===== config.mk =====
export PLATFORM = sky130hd
export DESIGN_NAME = ccr_branch_ctrl
export DESIGN_NICKNAME = d
export VERILOG_FILES = /design/src/rtl/ccr_branch_ctrl.sv
export SDC_FILE = /design/constraint.sdc
export NUM_CORES = 1
export LEC_CHECK = 0
export CAP_MARGIN = 10
export CORE_ASPECT_RATIO = 0.5
export CORE_MARGIN = 5
export CORE_UTILIZATION = 37
export DETAILED_ROUTE_END_ITERATION = 10
export PLACE_DENSITY = 0.85
export SLEW_MARGIN = 20
export SYNTH_ARGS = -nofsm -noshare
export SYNTH_HDL_FRONTEND = slang
export SYNTH_SLANG_ARGS = --single-unit

===== constraint.sdc =====
create_clock -name clk_i -period 1.4 [get_ports clk_i]
set_input_delay 0.28 -clock clk_i [delete_from_list [all_inputs] [get_ports clk_i]]
set_output_delay 0.28 -clock clk_i [all_outputs]
set_load 0.005 [all_outputs]

===== src/rtl/ccr_branch_ctrl.sv =====
// ---------------------------------------------------------------------------
// ccr_branch_ctrl
//   Condition-code register {N, C, Z} with per-bit ALU writes, a one-deep
//   interrupt shadow, and a branch resolver for JZ/JN/JC/JMP. A taken branch
//   produces a registered one-cycle redirect (br_taken_o/pc_sel_o/pc_target_o)
//   and holds flush_o high for FLUSH_CYCLES cycles.
//
// Optional feature macro: BRANCH_FWD_EN
//   defined   : the branch condition sees same-cycle ALU flag writes
//   undefined : the branch condition sees the registered CCR only
//
// Parameters:
//   ADDR_W       width of branch target / PC redirect
//   FLUSH_CYCLES cycles flush_o stays high after a taken branch (1..7)
//
// Ports:
//   clk_i        clock, rising edge
//   rst_i        asynchronous active-high reset
//   alu_flag_i   {N, C, Z} from the ALU
//   flag_we_i    per-bit write enable for alu_flag_i
//   br_valid_i   branch instruction present
//   br_cond_i    00 JZ, 01 JN, 10 JC, 11 JMP
//   br_target_i  jump destination
//   int_req_i    interrupt accepted: save CCR to shadow
//   rti_i        return from interrupt: restore CCR from shadow
//   ccr_o        architectural {N, C, Z}
//   br_taken_o   one-cycle taken pulse
//   pc_sel_o     fetch redirect select (same as br_taken_o)
//   pc_target_o  registered redirect address
//   flush_o      squash younger instructions in IF/ID
// ---------------------------------------------------------------------------
module ccr_branch_ctrl #(
  parameter int ADDR_W       = 16,
  parameter int FLUSH_CYCLES = 2
) (
  input  logic              clk_i,
  input  logic              rst_i,
  input  logic [2:0]        alu_flag_i,
  input  logic [2:0]        flag_we_i,
  input  logic              br_valid_i,
  input  logic [1:0]        br_cond_i,
  input  logic [ADDR_W-1:0] br_target_i,
  input  logic              int_req_i,
  input  logic              rti_i,
  output logic [2:0]        ccr_o,
  output logic              br_taken_o,
  output logic              pc_sel_o,
  output logic [ADDR_W-1:0] pc_target_o,
  output logic              flush_o
);

  typedef enum logic [0:0] {
    ST_IDLE  = 1'b0,
    ST_FLUSH = 1'b1
  } state_t;

  // Counter starts one below the flush length: the loading cycle is the first flush cycle.
  localparam logic [2:0] CNT_LOAD = 3'(FLUSH_CYCLES - 1);

  state_t              state_q, state_d;
  logic [2:0]          cnt_q, cnt_d;
  logic [2:0]          ccr_q, ccr_d;
  logic [2:0]          shadow_q, shadow_d;
  logic                shadow_valid_q, shadow_valid_d;
  logic                br_taken_q, br_taken_d;
  logic [ADDR_W-1:0]   pc_target_q, pc_target_d;
  logic                flush_q, flush_d;

  logic [2:0]          eff_s;
  logic [2:0]          cond_src_s;
  logic [2:0]          clr_mask_s;
  logic                cond_true_s;
  logic                taken_s;
  logic                restore_s;

  // Effective flags, branch condition evaluation and taken decision.
  always_comb begin
    eff_s       = (flag_we_i & alu_flag_i) | (~flag_we_i & ccr_q);
`ifdef BRANCH_FWD_EN
    cond_src_s  = eff_s;
`else
    cond_src_s  = ccr_q;
`endif
    cond_true_s = 1'b0;
    clr_mask_s  = 3'b000;
    case (br_cond_i)
      2'b00: begin
        cond_true_s = cond_src_s[0];
        clr_mask_s  = 3'b001;
      end
      2'b01: begin
        cond_true_s = cond_src_s[2];
        clr_mask_s  = 3'b100;
      end
      2'b10: begin
        cond_true_s = cond_src_s[1];
        clr_mask_s  = 3'b010;
      end
      2'b11: begin
        cond_true_s = 1'b1;
        clr_mask_s  = 3'b000;
      end
      default: begin
        cond_true_s = 1'b0;
        clr_mask_s  = 3'b000;
      end
    endcase
    taken_s   = br_valid_i & (state_q == ST_IDLE) & cond_true_s;
    // A simultaneous int_req takes priority, so the restore is suppressed.
    restore_s = rti_i & shadow_valid_q & ~int_req_i;
  end

  // CCR and shadow next-state.
  always_comb begin
    ccr_d          = ccr_q;
    shadow_d       = shadow_q;
    shadow_valid_d = shadow_valid_q;
    if (restore_s) begin
      ccr_d = shadow_q;
    end else if (taken_s) begin
      // Clearing the tested bit overrides an ALU write to that same bit.
      ccr_d = eff_s & ~clr_mask_s;
    end else begin
      ccr_d = eff_s;
    end
    if (int_req_i) begin
      // Shadow captures the flags before any branch clear.
      shadow_d       = eff_s;
      shadow_valid_d = 1'b1;
    end else if (restore_s) begin
      shadow_valid_d = 1'b0;
    end else begin
      shadow_valid_d = shadow_valid_q;
    end
  end

  // Flush FSM next-state and redirect outputs.
  always_comb begin
    state_d     = state_q;
    cnt_d       = cnt_q;
    pc_target_d = pc_target_q;
    case (state_q)
      ST_IDLE: begin
        if (taken_s) begin
          state_d = ST_FLUSH;
          cnt_d   = CNT_LOAD;
        end else begin
          state_d = ST_IDLE;
          cnt_d   = cnt_q;
        end
      end
      ST_FLUSH: begin
        if (cnt_q == 3'd0) begin
          state_d = ST_IDLE;
          cnt_d   = 3'd0;
        end else begin
          state_d = ST_FLUSH;
          cnt_d   = cnt_q - 3'd1;
        end
      end
      default: begin
        state_d = ST_IDLE;
        cnt_d   = 3'd0;
      end
    endcase
    if (taken_s) begin
      pc_target_d = br_target_i;
    end else begin
      pc_target_d = pc_target_q;
    end
    br_taken_d = taken_s;
    flush_d    = (state_d == ST_FLUSH);
  end

  // State and output registers.
  always_ff @(posedge clk_i or posedge rst_i) begin
    if (rst_i) begin
      state_q        <= ST_IDLE;
      cnt_q          <= 3'd0;
      ccr_q          <= 3'b000;
      shadow_q       <= 3'b000;
      shadow_valid_q <= 1'b0;
      br_taken_q     <= 1'b0;
      pc_target_q    <= '0;
      flush_q        <= 1'b0;
    end else begin
      state_q        <= state_d;
      cnt_q          <= cnt_d;
      ccr_q          <= ccr_d;
      shadow_q       <= shadow_d;
      shadow_valid_q <= shadow_valid_d;
      br_taken_q     <= br_taken_d;
      pc_target_q    <= pc_target_d;
      flush_q        <= flush_d;
    end
  end

  assign ccr_o       = ccr_q;
  assign br_taken_o  = br_taken_q;
  assign pc_sel_o    = br_taken_q;
  assign pc_target_o = pc_target_q;
  assign flush_o     = flush_q;

endmodule


==> results.md <==
- DRC Markers: 0
- Post-Place Cells: 183
- Tcrit/Tclk final: 106%
- Max stage delay on crit path: 0.43 ns
- Worst Setup Path Type: reg2reg
- CTS Hold Bufs: 0
- DRT Pass-1 Iters: 4
- Initial core utilization: 39.3%
- Die ar.: 0.00455 mm2
- DR vias: 933
- GR Overflow Total: 0
- Clock net sink count: 28
- Max-slew violation count: 0
- Final setup fails: 16
- Crit-path slowest cell: dfrtp_1
- Worst-path fanout max: 6
- Synth-to-Final Area Change: 66.4%
- Fin util: 65.4%
- Leak Pwr: 0.947 nW
- WL/cell: 16.6 um
- RSZ-0062 raised after global routing: yes
- Worst-skew pair later-pin latency: 0.27 ns
- Top Family by Delay on Critical Path: flip-flops
- Pin count of the biggest net entering global routing: 29
- CP bufs+invs: 2
- TritonCTS Buffers: 3
- Die span in x: 90.5 um
- Post-DRT Antenna Nets: 0
- Top post-synthesis cells by area: dfrtp_1, mux2_4, mux2_1
- Yosys reg bits: 28
- Synth Flop Type: dfrtp_1
- Most frequent cells after synthesis: dfrtp_1, mux2_4, nor2_1, mux2_1, a21oi_1
- Maximum clock path buffer count: 2
- Initial drt markers: 50
- DP Area: 0.00182 mm2
- Ys Warns: 0
- Final hold vios: 0
- Place WS: -0.582 ns
- Area of the mapped netlist: 0.00120 mm2
- Synth top area share: 58.5%
- Global-route wire length before repair: 5040 um
- Post-synthesis cell count: 87
- Vias per inst: 4.81
- Post-Syn Nets: 116
- Headroom to the max-slew limit: 76.9%
- EDFF count, synth: 0
- Fin nets: 185
- Finished Layout Cells: 194
- Total Power: 3.24 mW
- Tmin final: 1.48 ns
- Largest area contributor in the netlist: dfrtp_1
- Tightest Pin Transition: 0.346 ns
- Clock-pin slew on the worst setup and hold paths: 0.09 ns
- Routed wire length: 3220 um
- Post-DP HPWL: 2120 um
- Total number of H-tree levels: 1
- Failing checks: setup timing
- Site Rows: 14
- Max-cap violation count: 0
- Core ar.: 0.00305 mm2
- Asr flop ratio synth: 100%
- Vias in the first global route: 995
- CP required: 1.55 ns
- Diode count: 0
- Syn Area/Cell: 13.8 um2
- Worst hold-check path type: in2async
- Clock Skew: 0.00844 ns
- Unique masters post-synth: 24
- Fill cells: 230
- Gpl congestion: 0.789
- Outcome: finished, violations left
- Port bufs: 50
- Most common cell in the netlist: dfrtp_1
- Clock Tree Root: clkbuf_8
- Crit-path cells: nand2b_4 > a211oi_4 > buf_6 > buf_12 > mux2_4
- Seq/Total Area, Yosys: 58.5%
- Total GRT Usage: 14.1%
- CP Capture Type: flip-flop
- Final Cell Area: 0.00199 mm2
- Setup WS post-layout: -0.0825 ns
- CTS tree: yes
- Peak VDD IR: 0.000720 V
- Initial antenna violation count: 0
- Share of layout cells above drive strength 1: 27.3%
- IO Pins: 51
- CP arrival: 1.64 ns
- Die Height: 50.2 um
- Maximum clock frequency: 0.675 GHz
- Critical Path Source Type: flip-flop
- Power density over the cells: 1620 mW/mm2
-- layer usage --
layer	global-route usage, %	part of all wire (%)	vias to the layer above	wire length [um]
li1	-	-	437	-
met1	16.4	43	463	1380
met2	25.5	51	23	1630
met3	3.28	3.8	10	123
met4	5.45	2.6	0	83
met5	0	0	-	0
-- worst register-to-register path: cells and delay by family (launching register included) --
family          cells  cell delay, ns
flops               1            0.43
buf+inv             2            0.35
mux                 1            0.30
compound gates      1            0.20
simple gates        1            0.09
-- what timing repair did --
action,in CTS,in global routing
hold endpoints to repair,0,0
cloned,3,0
pin swaps,2,2
setup endpoints to repair,39,21
buffers inserted,5,0
resized for setup,34,2
-- final timing paths --
check	cells past startpoint	slack, ns	start	end
max	5	-0.08	ccr_o[0]	pc_target_o[5]
max reg2reg	5	-0.08	ccr_o[0]	pc_target_o[5]
max in group asynchronous	3	0.77	rst_i	pc_target_o[5]
min in group clk_i	1	0.50	shadow_valid_q	shadow_valid_q
min	3	0.37	rst_i	pc_target_o[1]
min reg2reg	1	0.50	shadow_valid_q	shadow_valid_q
-- where the power goes --
group | switching [mW] | total [mW] | internal [mW]
clock network | 0.229 | 0.422 | 0.193
logic | 0.512 | 1.54 | 1.02
registers | 0.168 | 1.28 | 1.11
total | 0.909 | 3.24 | 2.33
-- placed cells by master (no fill, tap or decap) --
cell             netlist  routed
buf_16                 0       3
a21oi_2                0       1
clkbuf_8               0       3
mux2_2                 1       1
dfrtp_1               28      28
o22ai_1                1       1
nand2_1                1       1
a21o_1                 1       1
o21bai_1               2       2
nand3b_1               2       2
clkdlybuf4s50_1        0      25
buf_6                  2       1
nand2b_4               0       2
nor2_1                 8       8
dlymetal6s2s_1         0       2
a21oi_1                6       5
nor3b_1                2       1
nor3b_2                0       1
dlygate4sd2_1          0      23
a211oi_4               0       1
nor3_1                 1       1
mux2_4                10      16
or2b_1                 1       1
nand2b_1               3       1
inv_1                  3       3
mux2i_1                2       2
o21ai_0                1       1
buf_4                  1      12
a211o_1                1       1
mux2_1                 7       1
buf_12                 0       1
o31ai_1                1       1
a31o_1                 1       1
-- cells by family (layout without fill, tap and decap cells) --
| family | after synthesis | in the layout | synth area share, % |
|---|---|---|---|
| multiplexers | 20 | 20 | 21.7 |
| flip-flops | 28 | 28 | 58.5 |
| buffers and inverters | 6 | 73 | 3.44 |
| AO/OA/AOI/OAI | 15 | 15 | 8.46 |
| AND/OR/NAND/NOR | 18 | 18 | 7.93 |
-- registers in the layout, summed over array words and instances (netlist names) --
name,count
br_taken_o,1
ccr_o,3
cnt_q,3
flush_o,1
pc_target_o,16
shadow_q,3
shadow_valid_q,1
-- cell type report --
class / instances / area (um2) / share of cell area (%)
Sequential cell: 28 / 701 / 35.1
Timing Repair Buffer: 67 / 681 / 34.1
Multi-Input combinational cell: 53 / 510 / 25.6
Tap cell: 40 / 50.0 / 2.51
Clock buffer: 3 / 41.3 / 2.07
Inverter: 3 / 11.3 / 0.565
-- per-stage QoR --
stage                     hold WS, ns  TNS [ns]
final                           0.367     -1.10
after global routing            0.395     -1.63
after CTS                       0.371     -1.22
after detailed placement        0.477    -10.71
after global placement          0.459     -9.94
after floorplan                 0.345         0
Power figures use the tool's default switching activity.
